$ cat src/rtl/mem_port_arbiter.sv
// mem_port_arbiter
// Two-requester arbiter in front of the single-port word memory of the RV32I core.
// Port IF is instruction fetch (read-only) and port D is load/store. At most one
// request reaches the memory per cycle. The memory is driven combinationally, and
// each port gets its response in a register one cycle after the request is accepted.
// Misaligned or out-of-range requests never reach the memory. They are answered
// with rsp_err set instead.
// Optional build macro: MEM_ARB_ROUND_ROBIN_EN
//   defined   -> a tie (both ports valid) goes to the port that did not win last
//   undefined -> fixed priority, so D always wins a tie
module mem_port_arbiter #(
  parameter int WIDTH = 32,
  parameter int DEPTH = 256
) (
  input  logic             clk,
  input  logic             rst,
  input  logic             if_req_valid,
  output logic             if_req_ready,
  input  logic [WIDTH-1:0] if_req_addr,
  output logic             if_rsp_valid,
  output logic [WIDTH-1:0] if_rsp_data,
  output logic             if_rsp_err,
  input  logic             d_req_valid,
  output logic             d_req_ready,
  input  logic [WIDTH-1:0] d_req_addr,
  input  logic             d_req_we,
  input  logic [WIDTH-1:0] d_req_wdata,
  output logic             d_rsp_valid,
  output logic [WIDTH-1:0] d_rsp_data,
  output logic             d_rsp_err,
  output logic [WIDTH-1:0] mem_addr,
  output logic             mem_ld,
  output logic             mem_st,
  output logic [WIDTH-1:0] mem_wdata,
  input  logic [WIDTH-1:0] mem_rdata
);

  // Records which port won the most recent accepted handshake.
  typedef enum logic [0:0] {
    LAST_IF = 1'b0,
    LAST_D  = 1'b1
  } last_grant_e;

  // An address is legal only if it is word-aligned and its word index is inside the memory.
  function automatic logic addr_legal(input logic [WIDTH-1:0] addr);
    logic [WIDTH-1:0] word_idx;
    word_idx   = addr >> 2'd2;
    addr_legal = (addr[1:0] == 2'b00) && (word_idx < WIDTH'(DEPTH));
  endfunction

  last_grant_e      last_grant_q, last_grant_d;
  logic             grant_if_s, grant_d_s;
  logic             if_legal_s, d_legal_s;

  logic             if_rsp_valid_q, if_rsp_valid_d;
  logic [WIDTH-1:0] if_rsp_data_q,  if_rsp_data_d;
  logic             if_rsp_err_q,   if_rsp_err_d;
  logic             d_rsp_valid_q,  d_rsp_valid_d;
  logic [WIDTH-1:0] d_rsp_data_q,   d_rsp_data_d;
  logic             d_rsp_err_q,    d_rsp_err_d;

  assign if_legal_s = addr_legal(if_req_addr);
  assign d_legal_s  = addr_legal(d_req_addr);

  // Grant selection: zero or one port wins, and nothing is granted while reset is high.
  always_comb begin
    grant_if_s = 1'b0;
    grant_d_s  = 1'b0;
    if (rst) begin
      grant_if_s = 1'b0;
      grant_d_s  = 1'b0;
    end else if (if_req_valid && d_req_valid) begin
`ifdef MEM_ARB_ROUND_ROBIN_EN
      if (last_grant_q == LAST_D) begin
        grant_if_s = 1'b1;
      end else begin
        grant_d_s = 1'b1;
      end
`else
      grant_d_s = 1'b1;
`endif
    end else if (if_req_valid) begin
      grant_if_s = 1'b1;
    end else if (d_req_valid) begin
      grant_d_s = 1'b1;
    end else begin
      grant_if_s = 1'b0;
      grant_d_s  = 1'b0;
    end
  end

  assign if_req_ready = grant_if_s;
  assign d_req_ready  = grant_d_s;

  // Priority pointer next state: it moves only when a handshake completes.
  always_comb begin
    last_grant_d = last_grant_q;
    if (grant_if_s) begin
      last_grant_d = LAST_IF;
    end else if (grant_d_s) begin
      last_grant_d = LAST_D;
    end else begin
      last_grant_d = last_grant_q;
    end
  end

  // Memory drive: only a granted, legal request produces a load or store strobe.
  always_comb begin
    mem_addr  = {WIDTH{1'b0}};
    mem_ld    = 1'b0;
    mem_st    = 1'b0;
    mem_wdata = {WIDTH{1'b0}};
    if (grant_if_s) begin
      if (if_legal_s) begin
        mem_addr = if_req_addr;
        mem_ld   = 1'b1;
      end else begin
        mem_ld = 1'b0;
      end
    end else if (grant_d_s) begin
      if (d_legal_s) begin
        mem_addr = d_req_addr;
        if (d_req_we) begin
          mem_st    = 1'b1;
          mem_wdata = d_req_wdata;
        end else begin
          mem_ld = 1'b1;
        end
      end else begin
        mem_st = 1'b0;
      end
    end else begin
      mem_addr = {WIDTH{1'b0}};
    end
  end

  // Response next state: read data is captured only for legal loads, and it is zero otherwise.
  always_comb begin
    if_rsp_valid_d = grant_if_s;
    if_rsp_err_d   = grant_if_s && !if_legal_s;
    if_rsp_data_d  = {WIDTH{1'b0}};
    d_rsp_valid_d  = grant_d_s;
    d_rsp_err_d    = grant_d_s && !d_legal_s;
    d_rsp_data_d   = {WIDTH{1'b0}};
    if (grant_if_s && if_legal_s) begin
      if_rsp_data_d = mem_rdata;
    end else begin
      if_rsp_data_d = {WIDTH{1'b0}};
    end
    if (grant_d_s && d_legal_s && !d_req_we) begin
      d_rsp_data_d = mem_rdata;
    end else begin
      d_rsp_data_d = {WIDTH{1'b0}};
    end
  end

  // State registers: response holders and the priority pointer. Reset drops any pending response.
  always_ff @(posedge clk) begin
    if (rst) begin
      last_grant_q   <= LAST_D;
      if_rsp_valid_q <= 1'b0;
      if_rsp_data_q  <= {WIDTH{1'b0}};
      if_rsp_err_q   <= 1'b0;
      d_rsp_valid_q  <= 1'b0;
      d_rsp_data_q   <= {WIDTH{1'b0}};
      d_rsp_err_q    <= 1'b0;
    end else begin
      last_grant_q   <= last_grant_d;
      if_rsp_valid_q <= if_rsp_valid_d;
      if_rsp_data_q  <= if_rsp_data_d;
      if_rsp_err_q   <= if_rsp_err_d;
      d_rsp_valid_q  <= d_rsp_valid_d;
      d_rsp_data_q   <= d_rsp_data_d;
      d_rsp_err_q    <= d_rsp_err_d;
    end
  end

  assign if_rsp_valid = if_rsp_valid_q;
  assign if_rsp_data  = if_rsp_data_q;
  assign if_rsp_err   = if_rsp_err_q;
  assign d_rsp_valid  = d_rsp_valid_q;
  assign d_rsp_data   = d_rsp_data_q;
  assign d_rsp_err    = d_rsp_err_q;

endmodule

$ cat config.mk
export PLATFORM = sky130hd
export DESIGN_NAME = mem_port_arbiter
export DESIGN_NICKNAME = d
export VERILOG_FILES = /design/src/rtl/mem_port_arbiter.sv
export SDC_FILE = /design/constraint.sdc
export NUM_CORES = 1
export LEC_CHECK = 0
export CAP_MARGIN = 20
export CORE_AREA = 3 3 104 106
export CTS_BUF_LIST = sky130_fd_sc_hd__clkbuf_8
export CTS_CLUSTER_SIZE = 16
export DETAILED_ROUTE_END_ITERATION = 7
export DIE_AREA = 0 0 107 109
export PLACE_DENSITY = 0.84
export SYNTH_ARGS = -nofsm -noshare
export SYNTH_HDL_FRONTEND = slang
export SYNTH_SLANG_ARGS = --single-unit
$ cat constraint.sdc
create_clock -name clk -period 3.1 [get_ports clk]
set_clock_uncertainty 0.2 [all_clocks]
set_input_delay 0.93 -clock clk [delete_from_list [all_inputs] [get_ports clk]]
set_output_delay 0.93 -clock clk [all_outputs]
set_load 0.01 [all_outputs]
==> results summary, run 1 <==
The final global-route overflow total is 0. The worst ir drop on vdd is 0.1810 mV. The number of antenna diodes in the final layout is 0.

The proportion of netlist area held by the largest area contributor came out at 0.4566. CTS placed an instance of clkbuf_8 at the clock tree root. The number of detailed-route iterations in the first pass came out at 4. The endpoint type of the worst setup path is an output pin. The synthesized area divided by synthesized cell count is 9.118 µm². The fill cell total of the finished layout came out at a little under 800.

Among all flip-flop cells after synthesis, the most frequent one is dfxtp_1. The all-layer global routing usage came out at 0.2029. Entering global routing, the biggest net connects 34 pins. The routability-driven placement congestion ratio came out at approximately 0.80. The final reports fail on setup timing. The number of port buffers came out at 244.

Of all cell types, the one taking the most synthesized area is dfxtp_1. The first routing iteration left 80 violations. Clock tree synthesis found a total of around 70 sinks. The number of synthesized flops with an enable pin came out at 0. Data arrives at the worst endpoint at 2.24 ns. The launching instance or port of the critical path is d_req_addr[19].

The maximum clock frequency came out at 296.6 MHz. The hold violation total from the final report came out at 0. between 200 and 300 I/O pins were placed. By area the synthesized netlist is led by dfxtp_1 (46%), nor3_2 (14%), nor3_1 (9.2%).

The setup slack after layout came out at -0.2718 ns. The final number of max-transition violations is 0. The number of standard cells after synthesis is 327. The required time at the endpoint of the critical path is 1.97 ns. The clock tree buffer depth is 2.

Following the worst setup path forward leads to its endpoint at mem_wdata[21]. The minimum clock period came out at 3.372 ns. The startpoint-to-endpoint class of the critical path is input pin to output pin. In the final routed layout, each cell accounts on average for about 17 µm. In the post-synthesis netlist, the cell with the most instances is dfxtp_1. The die covers approximately 12000 µm². The area of the core is 9864 µm².

The run finished, with violations left. The total power of the final layout came out at 0.001821 W. Of the total power, the share spent switching nets is 0.2210. The count of final setup violators came out at 42. The reported leakage power is around 2.6 nW. The initial antenna violation count came out at 0. The placed wire-length estimate is 8.899 mm. The switching power is 0.0004025 W. Compared with the post-synthesis result, the final layout area differs by 108.7%. The path class of the tightest hold or removal check is input pin to register. In the routed design, unresolved DRC markers number 0. Of the total power, registers draw 0.481. Headroom to the max-slew limit came out at 0.6451. The number of storage elements in the synthesis netlist is 68. The final layout contains routed wiring with a total length of around 13 mm. After synthesis, the share of flip-flops with an asynchronous set or reset is 0. The final-stage net count came out at approximately 730.

The register area share after synthesis is 0.4566. The share of the cycle needed by the critical path after routing came out at 1.088. The via count of the first global-routing pass is around 3500. The number of maximum-capacitance violations came out at 0.

The worst setup path is launched from an input pin. Of the total power, combinational logic draws 0.149. The startpoint of the lowest-slack hold path is rst. The count of antenna-violating nets left after detailed routing came out at 0. The largest driver fanout on the critical path came out at 5.

The utilization after layout came out at 0.6308. After synthesis, the most frequently instantiated cells are dfxtp_1 (68), inv_1 (64), nor3_1 (55). The placement row count came out at 36.

The detailed-route via count came out at 3368. The starting utilization of the core area came out at 0.3023. The power density over cell area came out at 292.7 nW/µm².

Counting the buffers created by CTS gives 9. Setup repair after global routing could not meet its margin everywhere. The actual transition at the worst max-transition pin is 0.5323 ns.

The number of levels the H-tree was split into is 3. The total number of yosys warnings came out at 0. The synthesized netlist contains 22 unique library cells. The power share of the clock group is 0.370. The first global-routing pass estimated around 18 mm of wire. The area of the mapped netlist is 2982 µm². The cell-internal power came out at 0.001419 W.

The vertical die dimension is roughly 110 µm. From left edge to right edge, the die measures 107 µm. The clock transition time at the flip-flop clock pins of the worst setup and hold paths came out at 0.06 ns. The instance count along the most critical hold path came out at 2. The fraction of layout instances using a drive strength above 1 is 0.3367.

The CTS tree is done. Using the TritonRoute via totals, the vias-per-cell ratio works out to approximately 4.6.
[sequential cells by signal (all words and copies together), names as in the netlist]
register      flops
d_rsp_data       32
d_rsp_err         1
d_rsp_valid       1
if_rsp_data      32
if_rsp_err        1
if_rsp_valid      1
[metal layers]
metal,vias up,track usage,routed length (µm)
met1,1562,0.2232,4438
met5,-,0,0
met3,32,0.04500,883
li1,1576,-,-
met4,0,0.1059,456
met2,198,0.3660,6768
[area by class of cell]
class                           count  area, µm²  area share
Inverter                           64      240.2     0.03861
Timing Repair Buffer              284       2705      0.4347
Clock inverter                      5      46.29    0.007440
Multi-Input combinational cell    172       1565      0.2516
Clock buffer                       10      137.6     0.02212
Sequential cell                    68       1361      0.2188
Tap cell                          133      166.4     0.02674
[logic make-up after synthesis]
logic type,share of synthesized area
AO/OA/AOI/OAI,0.03063
buffers and inverters,0.1813
flip-flops,0.4566
other,0.001258
AND/OR/NAND/NOR,0.3303
[through the flow]
| step | instances | TNS [ns] | hold WS, ns | cell area, µm² | worst slack (ns) |
|---|---|---|---|---|---|
| floorplan | 350 | -0.1608 | 0.8016 | 3073 | -0.009848 |
| global placement | 698 | -41.38 | 1.299 | 5534 | -1.023 |
| detailed placement | 698 | -42.17 | 1.307 | 5534 | -1.093 |
| CTS | 735 | -8.109 | 0.7211 | 6031 | -0.2327 |
| global route | 736 | -12.21 | 0.7663 | 6222 | -0.3618 |
| finish | 736 | -8.845 | 0.7695 | 6222 | -0.2718 |
[power by group through the flow]
| stage | clock network, W | registers [W] | logic (W) |
|---|---|---|---|
| CTS | 0.000697 | 0.000876 | 0.000260 |
| floorplan | 0 | 0.000897 | 0.0000758 |
| global route | 0.000745 | 0.000876 | 0.000287 |
| detailed placement | 0 | 0.000896 | 0.000254 |
| finish | 0.000673 | 0.000876 | 0.000271 |
| global placement | 0 | 0.000896 | 0.000249 |
[placed cells by master (no fill, tap or decap), types with 16 or more instances in the layout]
| cell type | count |
|---|---|
| buf_6 | 24 |
| conb_1 | 24 |
| nor3_2 | 46 |
| clkdlybuf4s50_1 | 148 |
| nor3_1 | 35 |
| inv_1 | 67 |
| dlygate4sd2_1 | 16 |
| dfxtp_1 | 68 |
| buf_4 | 19 |
| buf_2 | 46 |
[critical path: stages]
cell and delay, ns:
buf_8 0.10, nor4_4 0.31, nand4_1 0.15, buf_6 0.16, buf_12 0.13, buf_12 0.14, nor3_4 0.16, buf_2 0.16
[timing repair]
item	4_1_cts	5_1_grt
endpoints found under the setup margin	44	42
buffers inserted	15	2
resized for setup	395	31
hold buffers	0	0
gates cloned	7	2
pin swaps	32	9
[worst min path at each step]
stage	endpoint	slack, ns
after floorplan	d_rsp_valid$_SDFF_PP0_	0.80
after global placement	if_rsp_data[8]$_SDFF_PP0_	1.30
after detailed placement	if_rsp_data[11]$_SDFF_PP0_	1.31
after CTS	d_rsp_valid$_SDFF_PP0_	0.72
after global routing	if_rsp_valid$_SDFF_PP0_	0.77
final	d_rsp_valid$_SDFF_PP0_	0.77
(Power assumes the default switching activity.)
==> run 2, diff against run 1 <==
--- a/config.mk
+++ b/config.mk
@@ -8,7 +8,7 @@
 export CAP_MARGIN = 20
 export CORE_AREA = 3 3 104 106
 export CTS_BUF_LIST = sky130_fd_sc_hd__clkbuf_8
-export CTS_CLUSTER_SIZE = 16
+export CTS_CLUSTER_SIZE = 30
 export DETAILED_ROUTE_END_ITERATION = 7
 export DIE_AREA = 0 0 107 109
 export PLACE_DENSITY = 0.84
==> results of run 2 <==
Final layout, timing and power as in run 1 (identical DEF).
